### src/rtl/keypad_event_encoder_pkg.sv
// rtl/keypad_event_encoder_pkg.sv - shared FSM encodings and default parameters for the keypad encoder
package keypad_event_encoder_pkg;

    // Default build of the encoder: ten keys, 4-bit codes, 4-cycle debounce, 4-entry event FIFO
    localparam int DEF_N_KEYS   = 10;
    localparam int DEF_CODE_W   = 4;
    localparam int DEF_DEBOUNCE = 4;
    localparam int DEF_DEPTH    = 4;

    // Press/hold/release debouncer states
    typedef enum logic [1:0] {
        ST_IDLE     = 2'd0,
        ST_DEBOUNCE = 2'd1,
        ST_HELD     = 2'd2,
        ST_RELEASE  = 2'd3
    } state_t;

endpackage

### src/rtl/keypad_event_encoder_sync_fifo.sv
// rtl/keypad_event_encoder_sync_fifo.sv - circular event FIFO with drop-on-full pulse
module sync_fifo #(
    parameter int WIDTH = 4,
    parameter int DEPTH = 4
) (
    input  logic             clk,
    input  logic             rst,
    input  logic             push,
    input  logic [WIDTH-1:0] din,
    output logic             full,
    input  logic             pop,
    output logic [WIDTH-1:0] dout,
    output logic             empty,
    output logic             drop
);
    localparam int AW = $clog2(DEPTH);
    localparam logic [AW:0] FULL_CNT = (AW + 1)'(DEPTH);

    logic [WIDTH-1:0] r_mem [DEPTH];
    logic [AW-1:0]    r_wr;
    logic [AW-1:0]    r_rd;
    logic [AW:0]      r_count;
    logic             r_drop;
    logic             w_do_push;
    logic             w_do_pop;

    assign full  = (r_count == FULL_CNT);
    assign empty = (r_count == '0);
    assign dout  = r_mem[r_rd];
    assign drop  = r_drop;

    // A push into a full FIFO still lands if the head is leaving in the same cycle
    assign w_do_pop  = pop && !empty;
    assign w_do_push = push && (!full || w_do_pop);

    // Storage, pointers (wrap naturally at DEPTH) and occupancy
    always_ff @(posedge clk or posedge rst) begin
        if (rst) begin
            for (int i = 0; i < DEPTH; i++) begin
                r_mem[i] <= '0;
            end
            r_wr    <= '0;
            r_rd    <= '0;
            r_count <= '0;
            r_drop  <= 1'b0;
        end else begin
            if (w_do_push) begin
                r_mem[r_wr] <= din;
                r_wr        <= r_wr + 1'b1;
            end
            if (w_do_pop) begin
                r_rd <= r_rd + 1'b1;
            end
            case ({w_do_push, w_do_pop})
                2'b10:   r_count <= r_count + 1'b1;
                2'b01:   r_count <= r_count - 1'b1;
                default: r_count <= r_count;
            endcase
            r_drop <= push && full && !w_do_pop;
        end
    end

endmodule

### src/rtl/keypad_event_encoder.sv
// rtl/keypad_event_encoder.sv - synchronised, debounced keypad priority encoder feeding an event FIFO
module keypad_event_encoder
    import keypad_event_encoder_pkg::*;
#(
    parameter int N_KEYS   = DEF_N_KEYS,
    parameter int CODE_W   = DEF_CODE_W,
    parameter int DEBOUNCE = DEF_DEBOUNCE,
    parameter int DEPTH    = DEF_DEPTH
) (
    input  logic              clk,
    input  logic              rst,
    input  logic              enablen,
    input  logic [N_KEYS-1:0] keypad,
    output logic [CODE_W-1:0] D,
    output logic              V,
    input  logic              ready,
    output logic              pressed,
    output logic              overflow
);
    localparam int CNT_W = $clog2(DEBOUNCE + 1);
    localparam logic [CNT_W-1:0] CNT_ONE = CNT_W'(1);
    localparam logic [CNT_W-1:0] CNT_MAX = CNT_W'(DEBOUNCE);

    logic [N_KEYS-1:0] r_sync1;
    logic [N_KEYS-1:0] r_ks;
    logic              w_any;
    logic [CODE_W-1:0] w_cand;

    state_t            r_state;
    state_t            w_state_nxt;
    logic [CNT_W-1:0]  r_cnt;
    logic [CNT_W-1:0]  w_cnt_nxt;
    logic [CODE_W-1:0] r_cand;
    logic [CODE_W-1:0] w_cand_nxt;
    logic              w_push;
    logic              w_pop;
    logic              w_full;
    logic              w_empty;

    // Two-flop synchroniser for the asynchronous key lines
    always_ff @(posedge clk or posedge rst) begin
        if (rst) begin
            r_sync1 <= '0;
            r_ks    <= '0;
        end else begin
            r_sync1 <= keypad;
            r_ks    <= r_sync1;
        end
    end

    assign w_any = |r_ks;

    // Priority encoder: the highest-index pressed key wins
    always_comb begin
        w_cand = '0;
        for (int i = 0; i < N_KEYS; i++) begin
            if (r_ks[i]) begin
                w_cand = CODE_W'(i);
            end
        end
    end

    // Debouncer state, stability counter and latched candidate
    always_ff @(posedge clk or posedge rst) begin
        if (rst) begin
            r_state <= ST_IDLE;
            r_cnt   <= '0;
            r_cand  <= '0;
        end else begin
            r_state <= w_state_nxt;
            r_cnt   <= w_cnt_nxt;
            r_cand  <= w_cand_nxt;
        end
    end

    // Next-state logic; disabling aborts any press in progress without an event
    always_comb begin
        w_state_nxt = r_state;
        w_cnt_nxt   = r_cnt;
        w_cand_nxt  = r_cand;
        w_push      = 1'b0;
        if (enablen) begin
            w_state_nxt = ST_IDLE;
        end else begin
            case (r_state)
                ST_IDLE: begin
                    if (w_any) begin
                        w_state_nxt = ST_DEBOUNCE;
                        w_cnt_nxt   = CNT_ONE;
                        w_cand_nxt  = w_cand;
                    end
                end
                ST_DEBOUNCE: begin
                    if (!w_any) begin
                        w_state_nxt = ST_IDLE;
                    end else if (w_cand != r_cand) begin
                        w_cand_nxt = w_cand;
                        w_cnt_nxt  = CNT_ONE;
                    end else if (r_cnt != CNT_MAX) begin
                        w_cnt_nxt = r_cnt + 1'b1;
                    end else begin
                        w_push      = 1'b1;
                        w_state_nxt = ST_HELD;
                    end
                end
                ST_HELD: begin
                    if (!w_any) begin
                        w_state_nxt = ST_RELEASE;
                        w_cnt_nxt   = CNT_ONE;
                    end
                end
                ST_RELEASE: begin
                    if (w_any) begin
                        w_state_nxt = ST_HELD;
                    end else if (r_cnt == CNT_MAX) begin
                        w_state_nxt = ST_IDLE;
                    end else begin
                        w_cnt_nxt = r_cnt + 1'b1;
                    end
                end
                default: w_state_nxt = ST_IDLE;
            endcase
        end
    end

    assign V       = !w_empty;
    assign w_pop   = V && ready;
    assign pressed = (r_state == ST_HELD);

    sync_fifo #(
        .WIDTH (CODE_W),
        .DEPTH (DEPTH)
    ) u_fifo (
        .clk   (clk),
        .rst   (rst),
        .push  (w_push),
        .din   (r_cand),
        .full  (w_full),
        .pop   (w_pop),
        .dout  (D),
        .empty (w_empty),
        .drop  (overflow)
    );

endmodule
### config.mk
export PLATFORM = sky130hd
export DESIGN_NAME = keypad_event_encoder
export DESIGN_NICKNAME = d
export VERILOG_FILES = /design/src/rtl/keypad_event_encoder_pkg.sv /design/src/rtl/keypad_event_encoder_sync_fifo.sv /design/src/rtl/keypad_event_encoder.sv
export SDC_FILE = /design/constraint.sdc
export NUM_CORES = 1
export LEC_CHECK = 0
export CORE_MARGIN = 10
export CORE_UTILIZATION = 40
export CTS_BUF_LIST = sky130_fd_sc_hd__clkbuf_16
export CTS_CLUSTER_DIAMETER = 150
export DETAILED_ROUTE_END_ITERATION = 8
export GPL_TIMING_DRIVEN = 0
export PLACE_DENSITY = 0.55
export SKIP_LAST_GASP = 1
export SLEW_MARGIN = 20
export SYNTH_ARGS = -nofsm -noshare
export SYNTH_HDL_FRONTEND = slang
export SYNTH_SLANG_ARGS = --single-unit
### constraint.sdc
create_clock -name clk -period 4.1 [get_ports clk]
set_clock_uncertainty 0.05 [all_clocks]
set_input_delay 0.82 -clock clk [delete_from_list [all_inputs] [get_ports clk]]
set_output_delay 0.82 -clock clk [all_outputs]
set_load 0.01 [all_outputs]
==> results of run 1 <==
[path summary, 6_finish.rpt]
check | start | to | slack, ns | cells after the start
worst max-delay path | enablen | u_fifo.r_count[1] | 0.73 | 9
min in group asynchronous | rst | u_fifo.r_mem[13] | 0.90 | 2
max in group asynchronous | rst | u_fifo.r_mem[12] | 2.56 | 3
worst max register to register | r_ks[5] | u_fifo.r_count[1] | 0.85 | 8
worst min register to register | r_sync1[0] | r_ks[0] | 0.30 | 0
worst min-delay path | r_sync1[0] | r_ks[0] | 0.30 | 0
[layout make-up]
type	instances	area (um2)	area share
inverter	11	41.3	0.0146
clock inverter	3	28.8	0.0102
clock buffer	5	125	0.0441
buffer	4	16.3	0.00574
tap	72	90.1	0.0318
multi-input combinational	110	980	0.346
timing repair buffer	21	228	0.0803
sequential	53	1330	0.468
[synth_stat cells, types with 3 or more instances]
master / count / area, um2
clkbuf_1: 3 / 11.3
nand2_4: 4 / 45.0
mux4_2: 4 / 90.1
xor2_1: 3 / 26.3
dfrtp_1: 53 / 1330
inv_1: 11 / 41.3
nor2_1: 8 / 30.0
xnor2_1: 3 / 26.3
nand2b_1: 3 / 18.8
nor2b_1: 4 / 25.0
mux2_1: 16 / 180
mux2_2: 4 / 45.0
nand2_1: 7 / 26.3
ha_1: 7 / 87.6
[layer usage]
layer | up-vias | part of all wire | GRT usage
met2 | 26 | 0.48 | 0.146
met5 | - | 0 | 0
met1 | 701 | 0.46 | 0.119
met3 | 5 | 0.041 | 0.0263
met4 | 0 | 0.015 | 0.0462
li1 | 686 | - | -
[critical path, stage by stage]
cell,delay (ns)
clkdlybuf4s50_1,0.47
a311oi_1,0.31
nand3_1,0.17
nor4_4,0.69
inv_1,0.11
ha_1,0.24
inv_1,0.07
fa_1,0.40
o21ai_0,0.22
[power by group through the flow]
stage | registers [uW] | logic, uW | clock network (uW)
floorplan | 608 | 163 | 0
global placement | 620 | 210 | 0
detailed placement | 622 | 224 | 0
CTS | 612 | 227 | 443
global route | 619 | 248 | 468
finish | 611 | 223 | 433
[logic make-up after synthesis]
group                    after synthesis  synth area share
AND/OR/NAND/NOR                       49             0.139
AO/OA/AOI/OAI                         21            0.0662
XOR/XNOR                               6            0.0222
multiplexers                          26             0.142
buffers and inverters                 15            0.0243
adder cells (fa/ha/maj)                8            0.0455
flip-flops                            53             0.561
[sequential cells by signal, summed over array words and instances (netlist names)]
register	count
r_cand	4
r_state	2
u_fifo.drop	1
u_fifo.r_wr	2
r_ks	10
r_cnt	3
u_fifo.r_mem	16
u_fifo.r_rd	2
r_sync1	10
u_fifo.r_count	3
[through the flow]
stage,util,total power (uW),area [um2]
detailed placement,0.478,846,2680
global placement,0.473,829,2650
floorplan,-,771,2360
finish,0.506,1270,2840
global route,0.506,1330,2840
CTS,0.506,1280,2840
==> results.py, run 1 <==
metrics = {
    "status": {
        "status": "complete, no violations",
    },
    "grt": {
        "antenna_found_initial": 0,
        "grt_pass1_vias": 1490,
        "grt_max_degree": 33,
        "gr-total-overflow": 0,
        "track_usage": 0.0949,
        "grt_pass1_wl_mm": 7.29,
    },
    "power_and_ir_drop": {
        "sequentialPowerShare": 0.483,
        "p_sw_uw": 358,
        "pwr-share-clk": 0.342,
        "p_per_area_nw_per_um2": 447,
        "power.internal_uw": 909,
        "p_sw_frac": 0.283,
        "irDropWorstVdd_v": 0.000266,
        "leakage_uw": 0.00132,
        "p_comb_frac": 0.176,
    },
    "critical_path": {
        "cp_max_fo": 8,
        "required_ns": 4.25,
        "endpoint_kind": "flop",
        "path_class": "input port to flop",
        "crit_path_start_kind": "input port",
        "critPathArrivalTime_ns": 3.52,
    },
    "flow_run": {
        "maxCapViolations": 0,
    },
    "cells_and_area": {
        "drive_gt1_frac": 0.150,
        "final_nets": 228,
        "antenna_cells": 0,
        "area_delta_synth_final_pct": 20.0,
        "final_cell_mix": "dfrtp_1 (53), clkdlybuf4s50_1 (20), mux2_1 (16)",
        "fillers": 519,
        "layout_commonest_cell": "dfrtp_1",
        "stdcell_count": 279,
    },
    "timing": {
        "finalSetupViolCount": 0,
        "timing.final.crit_share": 0.822,
        "holdWs_ns": 0.300,
        "finalHoldViolations": 0,
        "slew_viol_final": 0,
        "fmax_ghz": 0.297,
        "rsz0062_at_grt": "false",
        "fin_crit_ns": 3.37,
        "fin_ws_ns": 0.729,
        "maxSlewHeadroom": 0.407,
        "fin_setup_tns_ns": 0,
        "worst_pin_slew_ns": 0.883,
    },
    "drt": {
        "vias": 1418,
        "route.detailed.drc": 0,
        "totalWireLength_mm": 4.28,
        "wire_per_inst_um": 15.3,
        "vias_per_cell": 5.08,
        "drt_iter0_drc": 57,
        "drt-pass1-iter-count": 4,
        "postRouteAntennaNets": 0,
    },
    "cts": {
        "cts_buffer_depth": 2,
        "post_cts_buffers": 0,
        "htreeDepth": 2,
        "clk_latency_ns": 0.29,
        "cts.sinks": 53,
        "ctsResizeCount": 0,
        "clk_pin_slew_ns": 0.07,
        "cts_made_buffers": 5,
        "cts_tree": "yes",
        "root_buffer": "clkbuf_16",
        "holdBufCountCts": 0,
    },
    "yosys": {
        "yosys_warnings": 0,
        "synth-edff-count": 0,
        "yosysSeqAreaShare": 0.561,
        "synthCells": 178,
        "synth_nets": 200,
        "syn_area_um2": 2360,
        "synth_area_per_cell_um2": 13.3,
        "ys_types": 49,
        "synth-seq-cells": 53,
        "async_flop_share": 1.00,
        "synth_flop_cell": "dfrtp_1",
    },
    "die": {
        "initial_core_util": 0.421,
        "die-height_um": 96.9,
        "io_pins": 21,
        "die_area_um2": 9380,
        "core_area_um2": 5610,
        "rows": 27,
        "die-width_um": 96.9,
    },
    "placement": {
        "place_congestion": 0.763,
        "dp_slack_ns": 0.415,
        "io_buffers": 20,
        "dp_hpwl_mm": 3.15,
        "dp_cells": 271,
    },
    "worst_hold_path": {
        "hold_class": "flop to flop",
    },
}
No activity file was read; power rests on OpenSTA's default activity.
==> inputs of run 2 (changes only) <==
- clock period: 4.1 -> 3.5 ns (I/O delays scaled with it)
==> results of run 2 <==
Same layout as run 1 (identical final DEF). Status: complete, no violations.
Main changes from that run: setup slack after placement 0.415 ns -> -0.0649 ns; setup slack after layout 0.729 ns -> 0.249 ns; register-to-register setup slack 0.85 ns -> 0.25 ns; total power 1270 uW -> 1480 uW; worst IR drop on VDD 0.000266 V -> 0.000312 V
